$ cat config.mk
export PLATFORM = sky130hd
export DESIGN_NAME = cla_add_arbiter
export DESIGN_NICKNAME = d
export VERILOG_FILES = /design/src/rtl/cla_pkg.sv /design/src/rtl/cla_64bit.sv /design/src/rtl/rr_arb.sv /design/src/rtl/cla_add_arbiter.sv
export SDC_FILE = /design/constraint.sdc
export NUM_CORES = 1
export LEC_CHECK = 0
export ABC_CLOCK_PERIOD_IN_PS = 8150
export CORE_AREA = 10 10 230 232
export CTS_CLUSTER_DIAMETER = 100
export DETAILED_ROUTE_END_ITERATION = 8
export DIE_AREA = 0 0 240 242
export PLACE_DENSITY = 0.62
export REMOVE_ABC_BUFFERS = 1
export SYNTH_ARGS = -nofsm -noshare
export SYNTH_HDL_FRONTEND = slang
export SYNTH_SLANG_ARGS = --single-unit
$ cat constraint.sdc
create_clock -name clk -period 8.15 [get_ports clk]
set_clock_uncertainty 0.1 [all_clocks]
set_input_delay 0.815 -clock clk [delete_from_list [all_inputs] [get_ports clk]]
set_output_delay 0.815 -clock clk [all_outputs]
set_load 0.01 [all_outputs]
$ cat src/rtl/cla_pkg.sv
// cla_pkg
// Shared types and constants for the shared-adder arbiter slice.
//   CLA_W       adder word width (64)
//   NREQ_MAX    largest supported requester count (8)
//   arb_state_e arbiter lock state
//   rsp_t       registered response word (id, sum, cout, last[, ovf])
//   next_ptr()  cyclic increment of a round-robin pointer
// Optional feature macro: CLA_ARB_OVF_EN adds the signed-overflow flag to rsp_t.
package cla_pkg;

  localparam int CLA_W    = 64;
  localparam int NREQ_MAX = 8;
  localparam int ID_W_MAX = $clog2(NREQ_MAX);

  typedef enum logic {
    UNLOCKED = 1'b0,
    LOCKED   = 1'b1
  } arb_state_e;

  typedef struct packed {
    logic [ID_W_MAX-1:0] id;
    logic [CLA_W-1:0]    sum;
    logic                cout;
    logic                last;
`ifdef CLA_ARB_OVF_EN
    logic                ovf;
`endif
  } rsp_t;

  // Wraps to zero after the last requester so non power-of-two counts work.
  function automatic logic [ID_W_MAX-1:0] next_ptr(input logic [ID_W_MAX-1:0] cur,
                                                   input int n);
    logic [ID_W_MAX-1:0] res;
    if (int'(cur) + 1 >= n) res = '0;
    else                    res = cur + 1'b1;
    return res;
  endfunction

endpackage

$ cat src/rtl/cla_64bit.sv
// cla_64bit
// Purely combinational 64-bit carry-lookahead adder built from sixteen 4-bit
// lookahead groups whose group carries are chained.
//   a, b  operands
//   cin   carry in
//   sum   a + b + cin
//   cout  carry out of bit 63
//   pg    whole-word propagate
//   gg    whole-word generate
module cla_64bit (
  input  logic [63:0] a,
  input  logic [63:0] b,
  input  logic        cin,
  output logic [63:0] sum,
  output logic        cout,
  output logic        pg,
  output logic        gg
);

  logic [63:0] g;
  logic [63:0] p;
  logic [15:0] grp_g;
  logic [15:0] grp_p;
  logic [16:0] gc;
  logic [63:0] c;
  logic        gacc;

  assign g = a & b;
  assign p = a ^ b;

  // Per-group generate/propagate from the four bit-level terms.
  always_comb begin
    grp_g = '0;
    grp_p = '0;
    for (int j = 0; j < 16; j++) begin
      grp_p[j] = p[4*j+3] & p[4*j+2] & p[4*j+1] & p[4*j];
      grp_g[j] = g[4*j+3]
               | (p[4*j+3] & g[4*j+2])
               | (p[4*j+3] & p[4*j+2] & g[4*j+1])
               | (p[4*j+3] & p[4*j+2] & p[4*j+1] & g[4*j]);
    end
  end

  // Group carries chain across groups; bit carries are resolved inside each
  // group from that group's incoming carry.
  always_comb begin
    gc    = '0;
    c     = '0;
    gacc  = 1'b0;
    gc[0] = cin;
    for (int j = 0; j < 16; j++) begin
      gc[j+1] = grp_g[j] | (grp_p[j] & gc[j]);
      gacc    = grp_g[j] | (grp_p[j] & gacc);
      c[4*j]   = gc[j];
      c[4*j+1] = g[4*j]   | (p[4*j]   & gc[j]);
      c[4*j+2] = g[4*j+1] | (p[4*j+1] & g[4*j])
               | (p[4*j+1] & p[4*j] & gc[j]);
      c[4*j+3] = g[4*j+2] | (p[4*j+2] & g[4*j+1])
               | (p[4*j+2] & p[4*j+1] & g[4*j])
               | (p[4*j+2] & p[4*j+1] & p[4*j] & gc[j]);
    end
  end

  assign sum  = p ^ c;
  assign cout = gc[16];
  assign pg   = &grp_p;
  assign gg   = gacc;

endmodule

$ cat src/rtl/rr_arb.sv
// rr_arb
// Combinational round-robin pick: first asserted req at or after ptr,
// searching cyclically.
//   req  request vector
//   ptr  highest-priority index
//   gnt  one-hot grant
//   idx  index of the granted requester
//   any  some requester was granted
module rr_arb #(
  parameter int N  = 4,
  parameter int IW = $clog2(N)
) (
  input  logic [N-1:0]  req,
  input  logic [IW-1:0] ptr,
  output logic [N-1:0]  gnt,
  output logic [IW-1:0] idx,
  output logic          any
);

  logic [IW-1:0] j;

  // Walk N positions from ptr; the first hit wins and masks later ones.
  always_comb begin
    gnt = '0;
    idx = '0;
    any = 1'b0;
    j   = '0;
    for (int k = 0; k < N; k++) begin
      j = IW'((int'(ptr) + k) % N);
      if (!any && req[j]) begin
        any    = 1'b1;
        gnt[j] = 1'b1;
        idx    = j;
      end
    end
  end

endmodule

$ cat src/rtl/cla_add_arbiter.sv
// cla_add_arbiter
// Shares one cla_64bit among NREQ requesters. A round-robin arbiter picks one
// word per cycle; a lock keeps the adder with one requester for a multi-word
// chain so wide add/sub runs word-serially through an internal carry register.
// Ports:
//   clk, rst_n                     clock, async active-low reset
//   req_valid/req_ready [NREQ]     per-requester handshake
//   req_a/req_b [NREQ*64]          operands, requester i at [64i+63:64i]
//   req_sub/req_first/req_last     per-requester word controls
//   rsp_valid/rsp_ready            response handshake
//   rsp_id/rsp_sum/rsp_cout/rsp_last  registered response word
//   rsp_ovf                        signed overflow (only with CLA_ARB_OVF_EN)
// Optional feature macro: CLA_ARB_OVF_EN.
module cla_add_arbiter
  import cla_pkg::*;
#(
  parameter int NREQ = 4
) (
  input  logic                    clk,
  input  logic                    rst_n,
  input  logic [NREQ-1:0]         req_valid,
  output logic [NREQ-1:0]         req_ready,
  input  logic [NREQ*CLA_W-1:0]   req_a,
  input  logic [NREQ*CLA_W-1:0]   req_b,
  input  logic [NREQ-1:0]         req_sub,
  input  logic [NREQ-1:0]         req_first,
  input  logic [NREQ-1:0]         req_last,
  output logic                    rsp_valid,
  input  logic                    rsp_ready,
  output logic [$clog2(NREQ)-1:0] rsp_id,
  output logic [CLA_W-1:0]        rsp_sum,
  output logic                    rsp_cout,
  output logic                    rsp_last
`ifdef CLA_ARB_OVF_EN
  ,
  output logic                    rsp_ovf
`endif
);

  localparam int ID_W = $clog2(NREQ);

  arb_state_e          state_q, state_d;
  logic [ID_W-1:0]     owner_q, owner_d;
  logic [ID_W-1:0]     rr_ptr_q, rr_ptr_d;
  logic                carry_q, carry_d;
  rsp_t                rsp_q, rsp_d;
  logic                rsp_valid_q, rsp_valid_d;

  logic [NREQ-1:0]     arb_gnt;
  logic [ID_W-1:0]     arb_idx;
  logic                arb_any;

  logic [NREQ-1:0]     grant;
  logic [ID_W-1:0]     sel_idx;
  logic                slot_free;
  logic                accept;

  logic [CLA_W-1:0]    a_sel, b_sel, b_op;
  logic                sel_sub, sel_first, sel_last;
  logic                add_cin;
  logic [CLA_W-1:0]    add_sum;
  logic                add_cout, add_pg, add_gg;
  logic [ID_W_MAX-1:0] ptr_next_full;
  logic                unused_bits;

  rr_arb #(.N(NREQ), .IW(ID_W)) u_arb (
    .req (req_valid),
    .ptr (rr_ptr_q),
    .gnt (arb_gnt),
    .idx (arb_idx),
    .any (arb_any)
  );

  assign slot_free = ~rsp_valid_q | rsp_ready;

  // While locked only the owner can win, even if others are waiting.
  always_comb begin
    grant   = '0;
    sel_idx = arb_idx;
    if (state_q == LOCKED) begin
      sel_idx        = owner_q;
      grant[owner_q] = req_valid[owner_q];
    end else begin
      grant = arb_gnt;
    end
  end

  // rst_n gating keeps req_ready low while reset is held.
  assign req_ready = grant & {NREQ{slot_free & rst_n}};
  assign accept    = |req_ready;

  // Operand and control mux for the selected requester.
  always_comb begin
    a_sel     = '0;
    b_sel     = '0;
    sel_sub   = 1'b0;
    sel_first = 1'b0;
    sel_last  = 1'b0;
    for (int i = 0; i < NREQ; i++) begin
      if (i == int'(sel_idx)) begin
        a_sel     = req_a[i*CLA_W +: CLA_W];
        b_sel     = req_b[i*CLA_W +: CLA_W];
        sel_sub   = req_sub[i];
        sel_first = req_first[i];
        sel_last  = req_last[i];
      end
    end
  end

  // Subtraction is A + ~B + 1; the +1 enters only on the first word, later
  // words chain from the saved carry.
  assign b_op    = sel_sub ? ~b_sel : b_sel;
  assign add_cin = sel_first ? sel_sub : carry_q;

  cla_64bit u_add (
    .a    (a_sel),
    .b    (b_op),
    .cin  (add_cin),
    .sum  (add_sum),
    .cout (add_cout),
    .pg   (add_pg),
    .gg   (add_gg)
  );

  assign ptr_next_full = next_ptr(ID_W_MAX'(sel_idx), NREQ);

  // Lock, owner and pointer next-state; the pointer only moves when a chain ends.
  always_comb begin
    state_d  = state_q;
    owner_d  = owner_q;
    rr_ptr_d = rr_ptr_q;
    carry_d  = carry_q;
    if (accept) begin
      carry_d = add_cout;
      if (state_q == UNLOCKED && !sel_last) begin
        state_d = LOCKED;
        owner_d = sel_idx;
      end
      if (state_q == LOCKED && sel_last) begin
        state_d = UNLOCKED;
      end
      if (sel_last) begin
        rr_ptr_d = ptr_next_full[ID_W-1:0];
      end
    end
  end

  // Response slot: load on accept, otherwise hold until the consumer takes it.
  always_comb begin
    rsp_d       = rsp_q;
    rsp_valid_d = rsp_valid_q;
    if (accept) begin
      rsp_valid_d = 1'b1;
      rsp_d.id    = ID_W_MAX'(sel_idx);
      rsp_d.sum   = add_sum;
      rsp_d.cout  = add_cout;
      rsp_d.last  = sel_last;
`ifdef CLA_ARB_OVF_EN
      // Carry into bit 63 is recovered from the sum bit and its operands.
      rsp_d.ovf   = sel_last & (a_sel[CLA_W-1] ^ b_op[CLA_W-1] ^ add_sum[CLA_W-1] ^ add_cout);
`endif
    end else if (rsp_ready) begin
      rsp_valid_d = 1'b0;
    end
  end

  // All state registers; reset aborts any chain and drops the pending response.
  always_ff @(posedge clk or negedge rst_n) begin
    if (!rst_n) begin
      state_q     <= UNLOCKED;
      owner_q     <= '0;
      rr_ptr_q    <= '0;
      carry_q     <= 1'b0;
      rsp_q       <= '0;
      rsp_valid_q <= 1'b0;
    end else begin
      state_q     <= state_d;
      owner_q     <= owner_d;
      rr_ptr_q    <= rr_ptr_d;
      carry_q     <= carry_d;
      rsp_q       <= rsp_d;
      rsp_valid_q <= rsp_valid_d;
    end
  end

  assign rsp_valid = rsp_valid_q;
  assign rsp_id    = rsp_q.id[ID_W-1:0];
  assign rsp_sum   = rsp_q.sum;
  assign rsp_cout  = rsp_q.cout;
  assign rsp_last  = rsp_q.last;
`ifdef CLA_ARB_OVF_EN
  assign rsp_ovf   = rsp_q.ovf;
`endif

  // Adder group outputs and wide-pointer/id high bits are intentionally unused.
  assign unused_bits = &{1'b0, add_pg, add_gg, arb_any, ptr_next_full, rsp_q.id};

endmodule

== After elaboration in Yosys (flattened, before gate mapping) ==
Index checks and enable logic that the tools add are counted.
Operators by class
  $lt $le $gt $ge: 11
  equal/unequal tests: 3
  bitwise logic cells: 429
  add/sub/neg operators: 5
  reductions and logical operators: 21
  multiplexer cells: 60
Operators with widths (count)
  two-way mux 64 bit: 9
  AND 1 bit: 257
  OR 1 bit: 161
  XOR 64 bit: 2
  AND 64 bit: 1
  inverter 64 bit: 1
  two-way mux 1 bit: 30
  two-way mux 4 bit: 5
  < comparator 2 x 3 -> 1 bit, second input constant: 5
  two-way mux 2 bit: 6
  OR 4 bit: 3
  binary-select mux 1 bit (select 2 bit): 5
  demux 1 bit (select 2 bit): 5
  >= comparator 2 x 1 -> 1 bit, second input constant: 5
  logical AND 1 bit: 10
  AND 4 bit: 2
  AND reduction 2 bit: 3
  adder 2 x 1 -> 2 bit, second input constant: 2
  adder 2 bit, second input constant: 2
  == test 2 bit, first input constant: 2
  zero test 1 bit: 4
  nonzero test 2 bit: 2
  OR reduction 4 bit: 1
  adder 2 x 1 -> 3 bit, second input constant: 1
  4 further kinds: 5
Word-level totals
  output and inout bits: 73
  word-level logic and storage cells: 537
  register bits after elaboration: 74
  bits of input ports: 531

== Longest topological paths before layout ==
Gate-level depths: netlist of the first run.
  depth after elaboration: 57
  mapped depth: 35
  gate-level depth less buffers: 30

== Cells and area by module ==
Synthesis of the first run repeated with hierarchy kept, for this count alone.
Second synthesis, totals
  cells, all modules: 1560
  area total of the unflattened synthesis: 11482.3 µm²
By module, submodules not included
  cla_add_arbiter: area each 8110.3 µm², times used 1, cells an instance 1151
  cla_64bit: area each 2952.8 µm², times used 1, cells an instance 364
  rr_arb: area each 419.2 µm², times used 1, cells an instance 45

== Worst setup path after synthesis of the first run ==
OpenSTA, ideal clock, no wires.
  path kind: register to register
  from: register rr_ptr_q[0]
  to: register rsp_q, in the netlist rsp_sum[56]
  setup slack: 966 ps
  library setup time: 78 ps
  stages on the path, launching flop included: 30
  clock period less this slack: 7184 ps
  arrival: 7006 ps
  path buffers: 5
  cell sequence: dfrtp_1 > buf_2 > inv_1 > ha_1 > clkbuf_1 > or3b_1 > a211o_1 > a21o_1 > nor2_1 > nor3_1 > a21oi_1 > inv_1 > ha_1 > buf_2 > nand3b_1 > a221oi_2 > clkbuf_1 > buf_1 > xor2_1 > ha_1 > a21o_1 > a21o_1 > a221oi_1 > a21oi_1 > o31ai_1 > and2_1 > o211ai_1 > a21oi_1 > fa_1 > a21oi_1
On the way
  word-level cells in the longest chain between the ends: 53
  elaborated cells on any way between the ends: 235
  those cells by class: add/sub (3); order compare (8); eq/ne (3); mux (47); bitwise (162); reduce/logical (12)
Ends and longest elaborated chain
  from (decl): line cla_add_arbiter.sv:44  | logic [ID_W-1:0] rr_ptr_q, rr_ptr_d;
  from (signal assigned): line cla_add_arbiter.sv:179  | rr_ptr_q <= rr_ptr_d;
  branches (longest 11 deep; another with adder 2 x 1 -> 2 bit)
  two-way mux 2 bit (*): line rr_arb.sv:30  | if (!any && req[j]) begin
  two-way mux 2 bit (*): line cla_add_arbiter.sv:80  | if (state_q == LOCKED) begin
  named net sel_idx[1]: line cla_add_arbiter.sv:54  | logic [ID_W-1:0] sel_idx;
  zero test 2 bit: line cla_add_arbiter.sv:100  | if (i == int'(sel_idx)) begin
  two-way mux 64 bit (4 in a row): line cla_add_arbiter.sv:100
  inverter 64 bit: line cla_add_arbiter.sv:112  | assign b_op = sel_sub ? ~b_sel : b_sel;
  two-way mux 64 bit: line cla_add_arbiter.sv:112
  [25 not listed]
  OR 1 bit: line cla_64bit.sv:52  | gc[j+1] = grp_g[j] | (grp_p[j] & gc[j]);
  AND 1 bit: line cla_64bit.sv:52
  OR 1 bit: line cla_64bit.sv:52
  AND 1 bit: line cla_64bit.sv:52
  OR 1 bit: line cla_64bit.sv:52
  AND 1 bit: line cla_64bit.sv:52
  OR 1 bit: line cla_64bit.sv:52
  XOR 64 bit (*): line cla_64bit.sv:64  | assign sum = p ^ c;
  to (signal assigned): line cla_add_arbiter.sv:181  | rsp_q <= rsp_d;
  to (decl): line cla_add_arbiter.sv:46  | rsp_t rsp_q, rsp_d;
Mark *: on every way through the listed nets, which the timed path passes. The select of a mux whose other input is x is not followed.
A chain may end at the register's enable or synchronous reset.

== Final worst setup path of the first run ==
  from: register rr_ptr_q[0]
  to: register rsp_q, in the netlist rsp_sum[57]
On the way
  word-level cells in the longest chain between the ends: 55
  elaborated cells on any way between the ends: 237
  those cells by class: add/sub (3); order compare (8); eq/ne (3); mux (47); bitwise (164); reduce/logical (12)
Ends and longest elaborated chain
  branches (longest 11 deep; another with adder 2 x 1 -> 2 bit)
  two-way mux 2 bit (*): line rr_arb.sv:30
  two-way mux 2 bit (*): line cla_add_arbiter.sv:80
  named net sel_idx[1]: line cla_add_arbiter.sv:54
  zero test 2 bit: line cla_add_arbiter.sv:100
  two-way mux 64 bit (4 in a row): line cla_add_arbiter.sv:100
  inverter 64 bit: line cla_add_arbiter.sv:112
  two-way mux 64 bit: line cla_add_arbiter.sv:112
  [27 not listed]
  OR 1 bit: line cla_64bit.sv:52
  AND 1 bit: line cla_64bit.sv:52
  OR 1 bit: line cla_64bit.sv:52
  AND 1 bit: line cla_64bit.sv:52
  OR 1 bit: line cla_64bit.sv:52
  AND 1 bit: line cla_64bit.sv:55  | c[4*j+1] = g[4*j] | (p[4*j] & gc[j]);
  OR 1 bit: line cla_64bit.sv:55
  XOR 64 bit (*): line cla_64bit.sv:64
Marked as above.

==> results_dict.tcl, run 1 <==
set metrics [dict create \
    run_status "finished, final reports clean" \
    cts-resized-gates 0 \
    cts_setup_buffers 0 \
    die_w_um 240 \
    gp_congestion 0.921 \
    yosysSeqAreaShare 0.164 \
    totalWireLength_um 55900 \
    fillers 5134 \
    synthesis.area_mm2 0.0113 \
    setup_viol 0 \
    core-area_mm2 0.0484 \
    die_h_um 242 \
    synth_ff_type "dfrtp_1" \
    cts.htree.levels 3 \
    r2r-end "rsp_sum[57]$_DFFE_PN0P_" \
    reg2regPathDepth 34 \
    path_clk_slew_ps 60 \
    ctsHoldBuffers 0 \
    n_antenna_cell 0 \
    vias 14300 \
    synth_edf_count 0 \
    overflow 0 \
    endpoint_kind "flop" \
    die_area_mm2 0.0581 \
    wl_per_cell_um 18.9 \
    rsz0062_at_grt "no" \
    period_minus_slack_ps 7610 \
    cts.path.max_buffers 2 \
    drv_slew 0 \
    cap_viol_max_count 0 \
    avgSynthCellArea_um2 6.23 \
    synth_top_area_frac 0.171 \
    antenna_found_initial 0 \
    rows 81 \
    synthCells 1812 \
    crit_type "flop to flop" \
    grt_pass1_vias 14200 \
    max_freq_mhz 131 \
    synth-warning-count 0 \
    final_util 0.379 \
    portBuffers 603 \
    finalCritPeriodShare 0.934 \
    ys_ff_latch 74 \
    ant_nets 0 \
    hold_class "input port to asynchronous set/reset pin" \
    grt_max_degree 123 \
    timing.rr.start "rr_ptr_q[0]$_DFFE_PN0P_" \
    clk_latency_ps 350 \
    tightest_slew_ps 925 \
    synth.largest_area_cell "a21oi_1" \
    path_buf_inv 6 \
    io_pins 604 \
    start_kind "flop" \
    cts_root_buffer "clkbuf_16" \
    cp.required_ps 8250 \
    start_util 0.233 \
    layout.nets 2959 \
    crit_slowest_cell "o21ai_0" \
    max_stage_delay_ps 750 \
    cts_buffers 9 \
    path_common_cell "a21oi_1" \
    clkSinkCount 74 \
    hold_viol_final 0 \
    avgViaCountPerCell 4.82 \
    post-dp-hpwl_um 46500 \
    arrival_ps 7710 \
    track_usage 0.181 \
    drt_iter0_drc 766 \
    async_reset_ff_frac 1.00 \
    drcViolationCount 0 \
    cts_tree "yes" \
    ys_types 66 \
    syn2layout_area_growth_pct 62.8 \
    synth_area_leaders "a21oi_1 (17%), dfrtp_1 (16%), nor2_1 (12%)" \
    grt_pass1_wl_um 82200 \
    regToRegSetupSlack_ps 540 \
    drt_first_pass_iters 7 \
    path_max_fanout 37 \
    drive_gt1_frac 0.0350 \
    crit_family "compound AO/OA/AOI/OAI gates" \
    timing.slew.headroom 0.377 \
]
[layout make-up]
class | instances | area, um2 | share of cell area
multi-input cells | 1548 | 8760 | 0.477
repair buffers | 642 | 6450 | 0.351
flip-flops and latches | 74 | 1850 | 0.101
well taps | 622 | 778 | 0.0424
clock buffers | 12 | 246 | 0.0134
inverters | 60 | 225 | 0.0123
clock inverters | 4 | 51.3 | 0.00279
[kinds of logic (layout without fill, tap and decap cells)]
| group | Yosys count | count (layout) | synth area share |
|---|---|---|---|
| AO/OA/AOI/OAI | 625 | 625 | 0.309 |
| XOR/XNOR | 93 | 93 | 0.0722 |
| adder cells (fa/ha/maj) | 93 | 93 | 0.114 |
| buffers and inverters | 190 | 718 | 0.0655 |
| flip-flops | 74 | 74 | 0.164 |
| multiplexers | 13 | 13 | 0.0147 |
| AND/OR/NAND/NOR | 724 | 724 | 0.261 |
[worst max-delay path by stage]
stage                       startpoint                       to  cells after the start  slack (ps)
2_1_floorplan  rr_ptr_q[0]$_DFFE_PN0P_  rsp_sum[57]$_DFFE_PN0P_                     23       -6290
3_3_place_gp              req_valid[2]  rsp_sum[57]$_DFFE_PN0P_                     25         490
3_5_place_dp              req_valid[2]  rsp_sum[57]$_DFFE_PN0P_                     25         330
4_1_cts        rr_ptr_q[1]$_DFFE_PN0P_  rsp_sum[57]$_DFFE_PN0P_                     33         680
5_1_grt        rr_ptr_q[1]$_DFFE_PN0P_  rsp_sum[57]$_DFFE_PN0P_                     34          70
6_report       rr_ptr_q[0]$_DFFE_PN0P_  rsp_sum[57]$_DFFE_PN0P_                     34         540
[sequential cells by signal (all words and copies together), names as in the netlist]
signal and flops:
state_q 1, rr_ptr_q 2, owner_q 2, rsp_sum 64
rsp_cout 1, rsp_id 2, rsp_valid 1, rsp_last 1
[synthesized netlist by cell type (13+ instances only)]
library cell and instances:
a21oi_1 386, nor2_1 354, nand2_1 281, o21ai_0 133, ha_1 77, dfrtp_1 74, clkbuf_1 73, xor2_1 71
inv_1 60, buf_1 43, xnor2_1 22, a21o_1 16, fa_1 16, o31ai_1 14, nand3_1 13, nor3_1 13
[metal layers]
metal	up-vias	global-route usage	wire, um
li1	7237	-	-
met1	6485	0.205	22800
met2	486	0.326	27600
met3	56	0.0482	4220
met4	0	0.0460	1230
met5	-	0	0
[per-stage QoR]
stage | TNS [ps] | instance area, um2 | hold WS, ps | setup slack [ps] | cells
after floorplan | -367140 | 10800 | 407 | -6290 | 1682
after global placement | 0 | 18100 | 351 | 486 | 2946
after detailed placement | 0 | 18100 | 365 | 325 | 2946
after CTS | 0 | 18400 | 362 | 676 | 2962
after global routing | 0 | 18400 | 384 | 74.2 | 2962
final | 0 | 18400 | 342 | 539 | 2962
[cells in the final DEF (no fill, tap or decap), types with 16 or more instances in the layout]
cell type          n
nor2_1           354
buf_4             30
nand2_1          281
a21oi_1          386
a21o_1            16
o21ai_0          133
clkdlybuf4s50_1  602
xor2_1            71
inv_1             60
fa_1              16
ha_1              73
xnor2_1           22
dfrtp_1           74
Power of run 1 is left out: the tool's default activity adds up to more than one toggle a clock period on the data nets, which glitch-free logic cannot reach.
==> run 2: changes to the inputs <==
CAP_MARGIN = 20   (was not set)
GPL_TIMING_DRIVEN = 0   (was not set)
==> run 2 against run 1 <==
Via count grew 0.39%. Cell area grew 2.1%. Clock-buffer cell count grew 2. Final cell count grew 0.41%. Maximum frequency shrank 2.7%. Sequential cell count is the same. Routed wire length shrank 0.60%. Critical endpoint unchanged. Worst setup slack lost 210 ps. Largest cell class unchanged. Register-to-register slack lost 170 ps. Global-route usage shrank 0.42 points. Core utilization grew 0.79 points. Highest routed layer unchanged. Non-clock buffer count grew 11.
==> results_dict.tcl, run 2 (same netlist as run 1, synthesis figures left out) <==
set metrics [dict create \
    run_status "finished, final reports clean" \
    core-area_mm2 0.0484 \
    path_clk_slew_ps 60 \
    max_freq_mhz 128 \
    layout.nets 2970 \
    cts_tree "yes" \
    portBuffers 603 \
    vias 14300 \
    max_stage_delay_ps 590 \
    cp.required_ps 8340 \
    crit_type "input port to flop" \
    start_kind "input port" \
    post-dp-hpwl_um 43700 \
    cts_buffers 9 \
    endpoint_kind "flop" \
    cap_viol_max_count 0 \
    tightest_slew_ps 798 \
    cts_root_buffer "clkbuf_16" \
    totalWireLength_um 55500 \
    met1_length_um 22500 \
    rows 81 \
    die_h_um 242 \
    grt_max_degree 105 \
    cp-startpoint "req_valid[1]" \
    mostFrequentLayoutCell "clkdlybuf4s50_1" \
    placed_area_mm2 0.0180 \
    gp_congestion 0.884 \
    drv_slew 0 \
    arrival_ps 8010 \
    hold_class "input port to asynchronous set/reset pin" \
    setup_viol 0 \
    die_area_mm2 0.0581 \
    drcViolationCount 0 \
    finalCritPeriodShare 0.960 \
    grt_pass1_vias 14100 \
    timing.slew.headroom 0.463 \
    track_usage 0.176 \
    crit_slowest_cell "mux4_2" \
    syn2layout_area_growth_pct 66.1 \
    cts.path.max_buffers 2 \
    wl_met3_um 3930 \
    period_minus_slack_ps 7820 \
    wl_per_cell_um 18.7 \
    sequential_cell_area_mm2 0.00185 \
    grt_pass1_wl_um 80800 \
    ant_nets 0 \
    met2_length_um 27700 \
    antenna_found_initial 1 \
    final_area_mm2 0.0187 \
    cts.htree.levels 3 \
    fillers 5110 \
    avgViaCountPerCell 4.81 \
    path_common_cell "a21oi_1" \
    top_layer "met4" \
    drt_iter0_drc 648 \
    most-common-layout-cells "clkdlybuf4s50_1 (600), a21oi_1 (385), nor2_1 (353)" \
    setup_tns_ps 0 \
    rsz0062_at_grt "no" \
    largest_register_ffs 64 \
    drt_first_pass_iters 8 \
    timing.rr.start "rr_ptr_q[1]$_DFFE_PN0P_" \
    multiInputGateArea_mm2 0.00883 \
    overflow 0 \
    hold_viol_final 0 \
    die_w_um 240 \
    clk_latency_ps 360 \
    clkSinkCount 74 \
    drive_gt1_frac 0.0442 \
    io_pins 604 \
    path_max_fanout 98 \
    start_util 0.233 \
]
run 2: cell count changes in the layout (fill, tap and decap cells not counted), sizes merged:
cell / before / now
dlymetal6s2s: 0 / 2
clkbuf: 12 / 15
clkdlybuf4s50: 602 / 600
clkinvlp: 1 / 0
diode: 0 / 1
buf: 40 / 50
clkinv: 2 / 1
run 2: cell type report:
type                       count  share of cell area
sequential                    74              0.0989
multi-input combinational   1548               0.471
tap                          622              0.0415
inverter                      60              0.0120
timing repair buffer         653               0.361
antenna                        1            0.000133
clock inverter                 2             0.00187
clock buffer                  14              0.0141
run 2: through the flow:
| stage | cells | utilization | setup WS [ps] | hold slack, ps |
|---|---|---|---|---|
| global route | 2974 | 0.387 | 5.43 | 325 |
| global placement | 2907 | 0.363 | -15280 | 355 |
| detailed placement | 2923 | 0.372 | -1320 | 356 |
| finish | 2974 | 0.387 | 328 | 311 |
| CTS | 2953 | 0.382 | 41.5 | 303 |
| floorplan | 1682 | - | -6290 | 407 |
run 2: worst max-delay path, delay by kind of cell:
| family | cells | cell delay [ps] |
|---|---|---|
| xor+xnor | 2 | 240 |
| buf+inv | 9 | 1870 |
| fa+ha+maj | 3 | 1040 |
| compound gates | 9 | 1810 |
| simple gates | 7 | 1500 |
| mux | 1 | 590 |
run 2: routing by layer:
metal | vias to the layer above | global-route usage
li1 | 7263 | -
met1 | 6516 | 0.192
met2 | 481 | 0.322
met3 | 59 | 0.0474
met4 | 0 | 0.0597
met5 | - | 0
run 2: repair_timing:
item	CTS	global route
buffers inserted	14	19
endpoints found under the setup margin	57	18
hold buffers	0	0
gates cloned	0	1
gates resized for setup	9	7
pin swaps	5	3
run 2: worst paths after layout:
kind / endpoint / depth (start not counted) / slack [ps]
max in group asynchronous: rsp_sum[39]$_DFFE_PN0P_ / 2 / 6990
worst max-delay path: rsp_sum[57]$_DFFE_PN0P_ / 31 / 330
min in group clk: rsp_sum[0]$_DFFE_PN0P_ / 2 / 370
worst min-delay path: rsp_last$_DFFE_PN0P_ / 1 / 310
worst max register to register: rsp_sum[57]$_DFFE_PN0P_ / 32 / 370
worst min register to register: rsp_sum[0]$_DFFE_PN0P_ / 2 / 370
Power of run 2 is left out for the same reason.
